File: src/rtl/draw_rect_multi_if.sv
`default_nettype none
// ============================================================================
//  Module      : vga_if
//  Description : VGA pixel-stream bundle: timing counters, sync and blanking
//                flags plus RGB444 colour. Modport "in" is for a consumer of
//                the stream and modport "out" is for a producer.
//  Fields      : vcount[11:0], vsync, vblnk, hcount[11:0], hsync, hblnk,
//                rgb[11:0]
//  Revision    : 1.0  initial release
// ============================================================================
interface vga_if;
    logic [11:0] vcount;
    logic        vsync;
    logic        vblnk;
    logic [11:0] hcount;
    logic        hsync;
    logic        hblnk;
    logic [11:0] rgb;

    modport in  (input  vcount, vsync, vblnk, hcount, hsync, hblnk, rgb);
    modport out (output vcount, vsync, vblnk, hcount, hsync, hblnk, rgb);
endinterface
`default_nettype wire

File: src/rtl/draw_rect_multi.sv
`default_nettype none
// ============================================================================
//  Module      : draw_rect_multi
//  Description : Overlays up to NUM_RECT solid-colour rectangles on a VGA
//                pixel stream. Rectangle attributes are written into shadow
//                registers through a valid/ready port and copied to the
//                active set on each vblank rising edge, so a frame is never
//                drawn from a half-updated configuration. Two-stage pipeline:
//                stage 1 hit test, stage 2 priority colour select (lowest
//                index wins). Every vga_out field has a latency of 2 cycles.
//  Ports       : clk, rst            pixel clock, sync active-high reset
//                vga_in / vga_out    vga_if stream in / out
//                cfg_valid/cfg_ready config write handshake
//                cfg_idx, cfg_xpos, cfg_ypos, cfg_width, cfg_height,
//                cfg_color, cfg_enable, cfg_blink   rectangle attributes
//                cfg_outline         (only with DRAW_RECT_OUTLINE_EN)
//                frame_cnt           committed-frame counter
//  Options     : DRAW_RECT_OUTLINE_EN - adds a per-rectangle outline mode
//                that draws only the 1-pixel border.
//  Revision    : 1.0  initial release
// ============================================================================
module draw_rect_multi #(
    parameter int          NUM_RECT      = 4,
    parameter int          COORD_W       = 12,
    parameter int          DEFAULT_W     = 8,
    parameter int          DEFAULT_H     = 8,
    parameter logic [11:0] DEFAULT_COLOR = 12'hf_0_f,
    parameter int          BLINK_SHIFT   = 4
) (
    input  logic                        clk,
    input  logic                        rst,
    vga_if.in                           vga_in,
    vga_if.out                          vga_out,
    input  logic                        cfg_valid,
    output logic                        cfg_ready,
    input  logic [$clog2(NUM_RECT)-1:0] cfg_idx,
    input  logic [COORD_W-1:0]          cfg_xpos,
    input  logic [COORD_W-1:0]          cfg_ypos,
    input  logic [COORD_W-1:0]          cfg_width,
    input  logic [COORD_W-1:0]          cfg_height,
    input  logic [11:0]                 cfg_color,
    input  logic                        cfg_enable,
    input  logic                        cfg_blink,
`ifdef DRAW_RECT_OUTLINE_EN
    input  logic                        cfg_outline,
`endif
    output logic [7:0]                  frame_cnt
);

    localparam int                   c_idx_w = $clog2(NUM_RECT);
    localparam logic [c_idx_w:0]     c_num   = (c_idx_w+1)'(NUM_RECT);
    localparam logic [COORD_W-1:0]   c_def_w = COORD_W'(DEFAULT_W);
    localparam logic [COORD_W-1:0]   c_def_h = COORD_W'(DEFAULT_H);
    localparam logic [COORD_W:0]     c_one   = {{COORD_W{1'b0}}, 1'b1};

    // Shadow (written by config port) and active (used for drawing) sets
    logic [COORD_W-1:0] r_sh_x [NUM_RECT];
    logic [COORD_W-1:0] r_sh_y [NUM_RECT];
    logic [COORD_W-1:0] r_sh_w [NUM_RECT];
    logic [COORD_W-1:0] r_sh_h [NUM_RECT];
    logic [11:0]        r_sh_color [NUM_RECT];
    logic [NUM_RECT-1:0] r_sh_en;
    logic [NUM_RECT-1:0] r_sh_blink;

    logic [COORD_W-1:0] r_ac_x [NUM_RECT];
    logic [COORD_W-1:0] r_ac_y [NUM_RECT];
    logic [COORD_W-1:0] r_ac_w [NUM_RECT];
    logic [COORD_W-1:0] r_ac_h [NUM_RECT];
    logic [11:0]        r_ac_color [NUM_RECT];
    logic [NUM_RECT-1:0] r_ac_en;
    logic [NUM_RECT-1:0] r_ac_blink;

`ifdef DRAW_RECT_OUTLINE_EN
    logic [NUM_RECT-1:0] r_sh_outline;
    logic [NUM_RECT-1:0] r_ac_outline;
`endif

    logic        r_vblnk_prev;
    logic [7:0]  r_frame_cnt;
    logic        w_commit;
    logic        w_wr;

    // Commit on the vblank rising edge; the config port is stalled for that
    // single cycle so a write can never race the shadow-to-active copy.
    assign w_commit  = vga_in.vblnk && !r_vblnk_prev;
    assign cfg_ready = !rst && !w_commit;
    // Out-of-range indices complete the handshake but update nothing.
    assign w_wr      = cfg_valid && cfg_ready && ({1'b0, cfg_idx} < c_num);
    assign frame_cnt = r_frame_cnt;

    always_ff @(posedge clk) begin
        if (rst) begin
            for (int i = 0; i < NUM_RECT; i++) begin
                r_sh_x[i]     <= '0;
                r_sh_y[i]     <= '0;
                r_sh_w[i]     <= c_def_w;
                r_sh_h[i]     <= c_def_h;
                r_sh_color[i] <= DEFAULT_COLOR;
                r_ac_x[i]     <= '0;
                r_ac_y[i]     <= '0;
                r_ac_w[i]     <= c_def_w;
                r_ac_h[i]     <= c_def_h;
                r_ac_color[i] <= DEFAULT_COLOR;
            end
            r_sh_en      <= '0;
            r_sh_blink   <= '0;
            r_ac_en      <= '0;
            r_ac_blink   <= '0;
`ifdef DRAW_RECT_OUTLINE_EN
            r_sh_outline <= '0;
            r_ac_outline <= '0;
`endif
            r_vblnk_prev <= 1'b0;
            r_frame_cnt  <= '0;
        end else begin
            r_vblnk_prev <= vga_in.vblnk;
            if (w_commit) begin
                for (int i = 0; i < NUM_RECT; i++) begin
                    r_ac_x[i]     <= r_sh_x[i];
                    r_ac_y[i]     <= r_sh_y[i];
                    r_ac_w[i]     <= r_sh_w[i];
                    r_ac_h[i]     <= r_sh_h[i];
                    r_ac_color[i] <= r_sh_color[i];
                end
                r_ac_en      <= r_sh_en;
                r_ac_blink   <= r_sh_blink;
`ifdef DRAW_RECT_OUTLINE_EN
                r_ac_outline <= r_sh_outline;
`endif
                r_frame_cnt  <= r_frame_cnt + 8'd1;
            end
            if (w_wr) begin
                r_sh_x[cfg_idx]     <= cfg_xpos;
                r_sh_y[cfg_idx]     <= cfg_ypos;
                r_sh_w[cfg_idx]     <= cfg_width;
                r_sh_h[cfg_idx]     <= cfg_height;
                r_sh_color[cfg_idx] <= cfg_color;
                r_sh_en[cfg_idx]    <= cfg_enable;
                r_sh_blink[cfg_idx] <= cfg_blink;
`ifdef DRAW_RECT_OUTLINE_EN
                r_sh_outline[cfg_idx] <= cfg_outline;
`endif
            end
        end
    end

    // ------------------------------------------------------------------
    // Stage 1: hit test. Bounds are widened by one bit so x+w past the
    // coordinate range clips instead of wrapping to the left edge.
    // ------------------------------------------------------------------
    logic [COORD_W:0]    w_hc;
    logic [COORD_W:0]    w_vc;
    logic [NUM_RECT-1:0] w_hit;

    assign w_hc = (COORD_W+1)'(vga_in.hcount);
    assign w_vc = (COORD_W+1)'(vga_in.vcount);

    for (genvar gi = 0; gi < NUM_RECT; gi++) begin : g_rect
        logic [COORD_W:0] w_x0;
        logic [COORD_W:0] w_x1;
        logic [COORD_W:0] w_y0;
        logic [COORD_W:0] w_y1;
        logic             w_in_x;
        logic             w_in_y;
        logic             w_shown;

        assign w_x0    = {1'b0, r_ac_x[gi]};
        assign w_x1    = w_x0 + {1'b0, r_ac_w[gi]};
        assign w_y0    = {1'b0, r_ac_y[gi]};
        assign w_y1    = w_y0 + {1'b0, r_ac_h[gi]};
        assign w_in_x  = (w_hc >= w_x0) && (w_hc < w_x1);
        assign w_in_y  = (w_vc >= w_y0) && (w_vc < w_y1);
        assign w_shown = r_ac_en[gi] && !(r_ac_blink[gi] && r_frame_cnt[BLINK_SHIFT]);
`ifdef DRAW_RECT_OUTLINE_EN
        logic w_edge;
        assign w_edge = (w_hc == w_x0) || (w_hc == w_x1 - c_one) ||
                        (w_vc == w_y0) || (w_vc == w_y1 - c_one);
        assign w_hit[gi] = w_shown && w_in_x && w_in_y && (!r_ac_outline[gi] || w_edge);
`else
        assign w_hit[gi] = w_shown && w_in_x && w_in_y;
`endif
    end

    logic [NUM_RECT-1:0] r_s1_hit;
    logic [11:0]         r_s1_hcount;
    logic [11:0]         r_s1_vcount;
    logic                r_s1_hsync;
    logic                r_s1_vsync;
    logic                r_s1_hblnk;
    logic                r_s1_vblnk;
    logic [11:0]         r_s1_rgb;

    always_ff @(posedge clk) begin
        if (rst) begin
            r_s1_hit    <= '0;
            r_s1_hcount <= '0;
            r_s1_vcount <= '0;
            r_s1_hsync  <= 1'b0;
            r_s1_vsync  <= 1'b0;
            r_s1_hblnk  <= 1'b0;
            r_s1_vblnk  <= 1'b0;
            r_s1_rgb    <= '0;
        end else begin
            r_s1_hit    <= w_hit;
            r_s1_hcount <= vga_in.hcount;
            r_s1_vcount <= vga_in.vcount;
            r_s1_hsync  <= vga_in.hsync;
            r_s1_vsync  <= vga_in.vsync;
            r_s1_hblnk  <= vga_in.hblnk;
            r_s1_vblnk  <= vga_in.vblnk;
            r_s1_rgb    <= vga_in.rgb;
        end
    end

    // ------------------------------------------------------------------
    // Stage 2: priority select. Scanning from the top index down lets the
    // lowest-index hit overwrite the others.
    // ------------------------------------------------------------------
    logic [11:0] w_rgb;

    always_comb begin
        w_rgb = r_s1_rgb;
        for (int i = NUM_RECT - 1; i >= 0; i--) begin
            if (r_s1_hit[i]) begin
                w_rgb = r_ac_color[i];
            end
        end
    end

    logic [11:0] r_s2_hcount;
    logic [11:0] r_s2_vcount;
    logic        r_s2_hsync;
    logic        r_s2_vsync;
    logic        r_s2_hblnk;
    logic        r_s2_vblnk;
    logic [11:0] r_s2_rgb;

    always_ff @(posedge clk) begin
        if (rst) begin
            r_s2_hcount <= '0;
            r_s2_vcount <= '0;
            r_s2_hsync  <= 1'b0;
            r_s2_vsync  <= 1'b0;
            r_s2_hblnk  <= 1'b0;
            r_s2_vblnk  <= 1'b0;
            r_s2_rgb    <= '0;
        end else begin
            r_s2_hcount <= r_s1_hcount;
            r_s2_vcount <= r_s1_vcount;
            r_s2_hsync  <= r_s1_hsync;
            r_s2_vsync  <= r_s1_vsync;
            r_s2_hblnk  <= r_s1_hblnk;
            r_s2_vblnk  <= r_s1_vblnk;
            r_s2_rgb    <= w_rgb;
        end
    end

    assign vga_out.hcount = r_s2_hcount;
    assign vga_out.vcount = r_s2_vcount;
    assign vga_out.hsync  = r_s2_hsync;
    assign vga_out.vsync  = r_s2_vsync;
    assign vga_out.hblnk  = r_s2_hblnk;
    assign vga_out.vblnk  = r_s2_vblnk;
    assign vga_out.rgb    = r_s2_rgb;

endmodule
`default_nettype wire

File: src/flat_wrapper.sv
// flat-port wrapper written by rule: the top's interface ports become plain ports
module draw_rect_multi_flat 
#(
    parameter int          NUM_RECT      = 4,
    parameter int          COORD_W       = 12,
    parameter int          DEFAULT_W     = 8,
    parameter int          DEFAULT_H     = 8,
    parameter logic [11:0] DEFAULT_COLOR = 12'hf_0_f,
    parameter int          BLINK_SHIFT   = 4
)
  (clk, rst, cfg_valid, cfg_ready, cfg_idx, cfg_xpos, cfg_ypos, cfg_width, cfg_height, cfg_color, cfg_enable, cfg_blink, frame_cnt, vga_in_vcount, vga_in_vsync, vga_in_vblnk, vga_in_hcount, vga_in_hsync, vga_in_hblnk, vga_in_rgb, vga_out_vcount, vga_out_vsync, vga_out_vblnk, vga_out_hcount, vga_out_hsync, vga_out_hblnk, vga_out_rgb);
  vga_if vga_in_i ();
  vga_if vga_out_i ();
  input  logic clk;
  input  logic rst;
  input  logic cfg_valid;
  output logic cfg_ready;
  input  logic [$clog2(NUM_RECT)-1:0] cfg_idx;
  input  logic [COORD_W-1:0] cfg_xpos;
  input  logic [COORD_W-1:0] cfg_ypos;
  input  logic [COORD_W-1:0] cfg_width;
  input  logic [COORD_W-1:0] cfg_height;
  input  logic [11:0] cfg_color;
  input  logic cfg_enable;
  input  logic cfg_blink;
  output logic [7:0] frame_cnt;
  input wire logic [$bits(vga_in_i.vcount)-1:0] vga_in_vcount;
  input wire logic [$bits(vga_in_i.vsync)-1:0] vga_in_vsync;
  input wire logic [$bits(vga_in_i.vblnk)-1:0] vga_in_vblnk;
  input wire logic [$bits(vga_in_i.hcount)-1:0] vga_in_hcount;
  input wire logic [$bits(vga_in_i.hsync)-1:0] vga_in_hsync;
  input wire logic [$bits(vga_in_i.hblnk)-1:0] vga_in_hblnk;
  input wire logic [$bits(vga_in_i.rgb)-1:0] vga_in_rgb;
  output wire logic [$bits(vga_out_i.vcount)-1:0] vga_out_vcount;
  output wire logic [$bits(vga_out_i.vsync)-1:0] vga_out_vsync;
  output wire logic [$bits(vga_out_i.vblnk)-1:0] vga_out_vblnk;
  output wire logic [$bits(vga_out_i.hcount)-1:0] vga_out_hcount;
  output wire logic [$bits(vga_out_i.hsync)-1:0] vga_out_hsync;
  output wire logic [$bits(vga_out_i.hblnk)-1:0] vga_out_hblnk;
  output wire logic [$bits(vga_out_i.rgb)-1:0] vga_out_rgb;
  assign vga_in_i.vcount = vga_in_vcount;
  assign vga_in_i.vsync = vga_in_vsync;
  assign vga_in_i.vblnk = vga_in_vblnk;
  assign vga_in_i.hcount = vga_in_hcount;
  assign vga_in_i.hsync = vga_in_hsync;
  assign vga_in_i.hblnk = vga_in_hblnk;
  assign vga_in_i.rgb = vga_in_rgb;
  assign vga_out_vcount = vga_out_i.vcount;
  assign vga_out_vsync = vga_out_i.vsync;
  assign vga_out_vblnk = vga_out_i.vblnk;
  assign vga_out_hcount = vga_out_i.hcount;
  assign vga_out_hsync = vga_out_i.hsync;
  assign vga_out_hblnk = vga_out_i.hblnk;
  assign vga_out_rgb = vga_out_i.rgb;
  draw_rect_multi #(.NUM_RECT(NUM_RECT), .COORD_W(COORD_W), .DEFAULT_W(DEFAULT_W), .DEFAULT_H(DEFAULT_H), .DEFAULT_COLOR(DEFAULT_COLOR), .BLINK_SHIFT(BLINK_SHIFT)) u_core (.clk(clk), .rst(rst), .vga_in(vga_in_i), .vga_out(vga_out_i), .cfg_valid(cfg_valid), .cfg_ready(cfg_ready), .cfg_idx(cfg_idx), .cfg_xpos(cfg_xpos), .cfg_ypos(cfg_ypos), .cfg_width(cfg_width), .cfg_height(cfg_height), .cfg_color(cfg_color), .cfg_enable(cfg_enable), .cfg_blink(cfg_blink), .frame_cnt(frame_cnt));
endmodule
File: config.mk
export PLATFORM = sky130hd
export DESIGN_NAME = draw_rect_multi_flat
export DESIGN_NICKNAME = d
export VERILOG_FILES = /design/src/rtl/draw_rect_multi_if.sv /design/src/rtl/draw_rect_multi.sv /design/src/flat_wrapper.sv
export SDC_FILE = /design/constraint.sdc
export NUM_CORES = 1
export LEC_CHECK = 0
export BUFFER_PORTS_ARGS = -buffer_cell sky130_fd_sc_hd__clkbuf_2
export CORE_MARGIN = 3
export CORE_UTILIZATION = 60
export DETAILED_ROUTE_END_ITERATION = 7
export PLACE_DENSITY = 0.83
export SYNTH_ARGS = -nofsm -noshare
export SYNTH_HDL_FRONTEND = slang
export SYNTH_SLANG_ARGS = --single-unit
File: constraint.sdc
create_clock -name clk -period 8.1 [get_ports clk]
set_input_delay 1.215 -clock clk [delete_from_list [all_inputs] [get_ports clk]]
set_output_delay 1.215 -clock clk [all_outputs]
set_load 0.02 [all_outputs]
Word-level counts from Yosys, hierarchy flattened
Memories as Yosys holds them, arrays and structs flattened. Cells that the tools add are included.

$add $sub $neg: 9. $mul: 0. Divide/modulo/power cells: 0. Magnitude comparators: 18. Eq/ne operators: 0. Shift operators: 0. Multiplexer cells: 51. Bitwise gates (word level): 20. Reductions and logical operators: 40.

Operator list (number): 2-to-1 mux 12 bit (29); adder 12 x 12 -> 13 bit (8); < comparator 12 x 13 -> 1 bit (8); >= comparator 12 bit (8); OR reduction 12 bit (5); logical AND 1 bit (28); bitwise OR 1 bit (20); 2-to-1 mux 1 bit (14); 2-to-1 mux 2 bit (5); adder 8 x 1 -> 8 bit (second input constant) (1); bitwise mux 4 bit (2); zero test 1 bit (7); < comparator 2 x 3 -> 1 bit (second input constant) (1); demux 1 bit (select 2 bit) (1); >= comparator 2 x 1 -> 1 bit (second input constant) (1).

Register bits: 108. Latch bits: 0. Bits in writable memories: 480. Memory bits (read-only): 0. Input port bits: 107. Output and inout port bits: 49. Word-level logic and storage cells: 168. Memories kept: 10.

Memory list: u_core.r_ac_color (words 4, width 12, read ports 4, clocked after Yosys merged registers in 0, wr ports 4, RTL line draw_rect_multi.sv:69) `logic [11:0] r_ac_color [NUM_RECT];`; u_core.r_ac_h (words 4, width 12, read ports 4, clocked after Yosys merged registers in 0, wr ports 4, RTL line draw_rect_multi.sv:68) `logic [COORD_W-1:0] r_ac_h [NUM_RECT];`; u_core.r_ac_w (words 4, width 12, read ports 4, clocked after Yosys merged registers in 0, wr ports 4, RTL line draw_rect_multi.sv:67) `logic [COORD_W-1:0] r_ac_w [NUM_RECT];`; u_core.r_ac_x (words 4, width 12, read ports 4, clocked after Yosys merged registers in 0, wr ports 4, RTL line draw_rect_multi.sv:65) `logic [COORD_W-1:0] r_ac_x [NUM_RECT];`; u_core.r_ac_y (words 4, width 12, read ports 4, clocked after Yosys merged registers in 0, wr ports 4, RTL line draw_rect_multi.sv:66) `logic [COORD_W-1:0] r_ac_y [NUM_RECT];`; u_core.r_sh_color (words 4, width 12, read ports 4, clocked after Yosys merged registers in 0, wr ports 4, RTL line draw_rect_multi.sv:61) `logic [11:0] r_sh_color [NUM_RECT];`; 4 more memories.

Longest topological paths before layout
Depth after elaboration: 10. Mapped depth: 17. Mapped depth without buffers: 17.

Least setup slack after synthesis
OpenSTA, ideal clock, no wires.

Kind: input -> register. Start point: input vga_in_vblnk. End point: memory u_core.r_ac_color[0][0] (enable). Library setup time: 591 ps. Arrival time: 6576 ps. Required time: 7509 ps. Path slack: 933 ps. Cell stages on the path: 5. Cell sequence: nor2b_1 clkbuf_1 nor2_1 clkbuf_1 inv_1.

RTL lines: start, declared (RTL line flat_wrapper.sv:29) `input wire logic [$bits(vga_in_i.vblnk)-1:0] vga_in_vblnk;`; end, declared (RTL line draw_rect_multi.sv:69).

Final worst setup path
Start point: input rst. End point: register u_core.r_sh_blink[1].

Longest elaborated chain between the ends: 3.

Ends and longest elaborated chain: start, declared (RTL line flat_wrapper.sv:15) `input logic rst;`; zero test 1 bit (RTL line draw_rect_multi.sv:86) `assign cfg_ready = !rst && !w_commit;`; logical AND 1 bit (RTL line draw_rect_multi.sv:86); logical AND 1 bit (RTL line draw_rect_multi.sv:88) `assign w_wr = cfg_valid && cfg_ready && ({1'b0, cfg_idx} < c_num);`; end signal, assigned by index (RTL line draw_rect_multi.sv:139) `r_sh_blink[cfg_idx] <= cfg_blink;`; end, declared (RTL line draw_rect_multi.sv:63) `logic [NUM_RECT-1:0] r_sh_blink;`.

Several ways; a longest one is shown, not always the timed one. A chain may end at the register's enable or synchronous reset.

==> flow_metrics.py <==
metrics = {
    "setup_path": {
        "r2r-end": "u_core.r_s1_hit[1]",
        "reg2reg_from": "u_core.r_ac_y[0][12]",
        "reg2regPathDepth": 14,
        "crit_required_ps": 8580,
        "cp-start-kind": "input port",
        "end_kind": "flip-flop",
        "cp.arrival_ps": 4690,
        "r2r_setup_slack_ps": 4010,
        "crit_fanout": 87,
        "path_class": "input port to flip-flop",
    },
    "route": {
        "drc_errors": 0,
        "met3_length_mm": 4.38,
        "top_layer_used": "met5",
        "antenna_left": 0,
        "drt-met1-wl_mm": 26.9,
        "dr.pass1.iters": 7,
        "wl_mm": 67.9,
        "vias": 19226,
        "drt-vias-per-instance": 5.98,
        "post_drt_wl_per_cell_um": 21.1,
        "drt_iter0_markers": 1499,
        "dr_wl_met2_mm": 32.6,
    },
    "sta": {
        "maxSlewHeadroom_pct": 20.9,
        "worstMarginPinSlew_ps": 1180,
        "rsz0062_at_grt": "false",
        "fin_worst_skew_ps": 16.5,
        "slew_violations": 0,
        "setup_viol": 0,
        "finalCriticalPeriod_ps": 4200,
        "fin_crit_sh_pct": 51.9,
        "tns_ps": 0,
        "fmax_mhz": 238,
        "hold_violations": 0,
    },
    "synth": {
        "synth_compound_area_share_pct": 8.15,
        "synth_ff_type": "edfxtp_1",
        "yosys.area_share.adder_pct": 12.6,
        "synth_area_mm2": 0.0293,
        "yosys.area_share.simple_pct": 16.5,
        "ys_ff_latch": 588,
        "synth_cell_type_count": 61,
        "synthMuxAreaShare_pct": 1.09,
        "synth_edf_count": 480,
        "syn_nets": 2818,
        "avgSynthCellArea_um2": 12.1,
        "synth_xor_area_share_pct": 2.27,
        "async_reset_ff_share_pct": 0,
        "yosysWarnings": 0,
        "synth_cells": 2422,
        "synth_top_family_by_area": "simple AND/OR/NAND/NOR gates",
        "yosysSeqAreaShare_pct": 56.6,
    },
    "clock_network": {
        "clock_latency_ps": 630,
        "cts_buffer_depth": 3,
        "ctsResizeCount": 0,
        "cts-root-buf": "clkbuf_16",
        "cts_tree": "done",
        "cts_buffers": 58,
        "clock_sink_count": 588,
        "clk_pin_slew_ps": 60,
        "holdBufCountCts": 0,
        "htreeDepth": 2,
        "post_cts_buffers": 0,
    },
    "placement": {
        "place_area_mm2": 0.0306,
        "hpwl_mm": 46.8,
        "place.gp.congestion": 0.942,
        "portBuffers": 155,
    },
    "floorplan": {
        "core_mm2": 0.0479,
        "io_pins": 156,
        "dieArea_mm2": 0.0515,
        "rows": 80,
        "die_w_um": 227,
        "die_y_um": 227,
        "initial_core_util_pct": 61.1,
    },
    "power_and_ir_drop": {
        "pwr-share-seq_pct": 47.9,
        "comb_power_share_pct": 12.2,
        "ir_drop_uv": 232,
        "p_clk_share_pct": 40.0,
        "switching_power_w": 0.00174,
        "power.density_mw_per_mm2": 222,
        "p_leak_nw": 14.1,
        "switching_share_pct": 24.1,
        "internal_power_w": 0.00550,
    },
    "grt": {
        "grt_max_degree": 164,
        "grt_pass1_wl_mm": 105,
        "antenna_found_initial": 2,
        "grtUsageTotal_pct": 26.6,
        "grt_pass1_vias": 19389,
        "grt-ovfl-total": 0,
    },
    "layout": {
        "area_growth_pct": 11.6,
        "nets": 2945,
        "n_fill_cell": 3248,
        "multiInputGateArea_mm2": 0.0119,
        "drive_gt1_share_pct": 11.0,
        "fin_area_mm2": 0.0327,
        "final-seq-area_mm2": 0.0166,
    },
    "min_path": {
        "min_to": "u_core.vga_out.hcount[10]",
        "hold_depth": 1,
        "hold_path.startpoint": "u_core.r_s1_hcount[10]",
        "min_path_type": "flip-flop to flip-flop",
    },
    "status": {
        "status": "completed",
    },
    "run": {
        "maxCapViolations": 0,
    },
}
## how the worst max path moves through the flow
stage	to	start	depth (start not counted)
final	u_core.r_sh_blink[1]	rst	8
after floorplan	u_core.r_ac_color[0][0]	vga_in_vblnk	5
after global placement	u_core.r_sh_blink[1]	rst	8
after detailed placement	u_core.r_sh_en[1]	rst	8
after global routing	u_core.r_sh_blink[1]	rst	8
after CTS	u_core.r_sh_blink[1]	rst	8
## cells by family (layout without fill, tap and decap cells)
kind of cell    count (synthesis)  count (layout)
xor+xnor                       76              76
simple gates                  843             843
mux                            32              32
compound gates                371             371
fa+ha+maj                     289             289
flops                         588             588
buf+inv                       223             400
other cells                     0               1
## layer usage
layer | vias up | GRT usage [%]
met5 | - | 0
met4 | 2 | 14.6
met3 | 209 | 4.25
met2 | 703 | 44.6
met1 | 9235 | 33.4
li1 | 9077 | -
## area by class of cell
cell class              count  share of cell area [%]
clock buffers              71                    4.65
diodes                      1                 0.00765
multi-input cells        1611                    36.5
flip-flops and latches    588                    50.7
clock inverters            39                    1.67
repair buffers            168                    2.68
inverters                 122                    1.43
well taps                 615                    2.35
## synth_stat cells, types with 10 or more instances
| library cell | number | area share (%) |
|---|---|---|
| edfxtp_1 | 480 | 49 |
| ha_1 | 281 | 12 |
| and3_1 | 230 | 4.9 |
| and2_1 | 177 | 3.8 |
| inv_1 | 121 | 1.6 |
| a21oi_1 | 114 | 1.9 |
| dfxtp_1 | 108 | 7.4 |
| clkbuf_1 | 95 | 1.2 |
| nor2_1 | 93 | 1.2 |
| nor2b_1 | 82 | 1.8 |
| nand2_1 | 78 | 1.0 |
| o21ai_0 | 78 | 1.3 |
| or3_1 | 64 | 1.4 |
| nand2b_1 | 51 | 1.1 |
| a21o_1 | 46 | 1.2 |
| xor2_1 | 45 | 1.3 |
| mux2i_1 | 32 | 1.1 |
| xnor2_1 | 31 | 0.93 |
| nor3_1 | 25 | 0.43 |
| o21a_1 | 23 | 0.59 |
| a211oi_1 | 18 | 0.46 |
| nand3_1 | 13 | 0.22 |
| nand4_1 | 13 | 0.28 |
| a31oi_1 | 11 | 0.24 |
| o21bai_1 | 10 | 0.26 |
## through the flow
stage	utilization, %	cells	hold slack, ps	worst slack (ps)	total power (W)
after floorplan	-	2422	414	933	0.00411
after global placement	63.9	3104	422	3450	0.00434
after detailed placement	63.9	3104	424	3320	0.00440
after CTS	68.2	3214	437	3950	0.00728
after global routing	68.2	3214	454	3600	0.00753
final	68.2	3215	435	3900	0.00724
## power groups by stage
stage | registers, W | logic [W] | clock network, W
4_1_cts | 0.00347 | 0.000878 | 0.00294
3_5_place_dp | 0.00353 | 0.000867 | 0
3_3_place_gp | 0.00353 | 0.000816 | 0
6_report | 0.00347 | 0.000882 | 0.00289
2_1_floorplan | 0.00354 | 0.000575 | 0
5_1_grt | 0.00348 | 0.000988 | 0.00306
## state kept, by name, indices dropped and copies added, names as in the netlist, 12 cells and up
signal                 flops
u_core.r_ac_w             48
u_core.r_sh_y             48
u_core.r_s1_vcount        12
u_core.vga_out.vcount     12
u_core.r_ac_x             48
u_core.r_sh_h             48
u_core.r_ac_h             48
u_core.r_ac_color         48
u_core.r_s1_hcount        12
u_core.r_sh_color         48
u_core.r_sh_x             48
u_core.vga_out.rgb        12
u_core.r_sh_w             48
u_core.r_s1_rgb           12
u_core.vga_out.hcount     12
u_core.r_ac_y             48
## placed cells by master, fill, tap and decap left out, drive strengths merged, types with 14 or more instances in the layout
cell / netlist / layout
xnor2: 31 / 31
nand2: 78 / 78
inv: 121 / 125
clkinv: 1 / 21
nor3: 25 / 25
and3: 230 / 230
or3: 64 / 64
nand2b: 51 / 51
and2: 177 / 177
a21oi: 117 / 117
edfxtp: 480 / 480
o21ai: 80 / 80
nor2: 93 / 93
buf: 6 / 14
dfxtp: 108 / 108
a21o: 46 / 46
mux2i: 32 / 32
nor2b: 82 / 82
ha: 281 / 281
o21a: 23 / 23
a211oi: 19 / 19
xor2: 45 / 45
clkbuf: 95 / 225
## worst max-delay path, stage by stage
cell and delay [ps]:
buf_4 280, buf_4 320, inv_4 560, and3_1 580
nand2_1 400, nor2_4 950, mux2i_1 280, nor2_1 60
No activity file was read; power rests on OpenSTA's default activity.
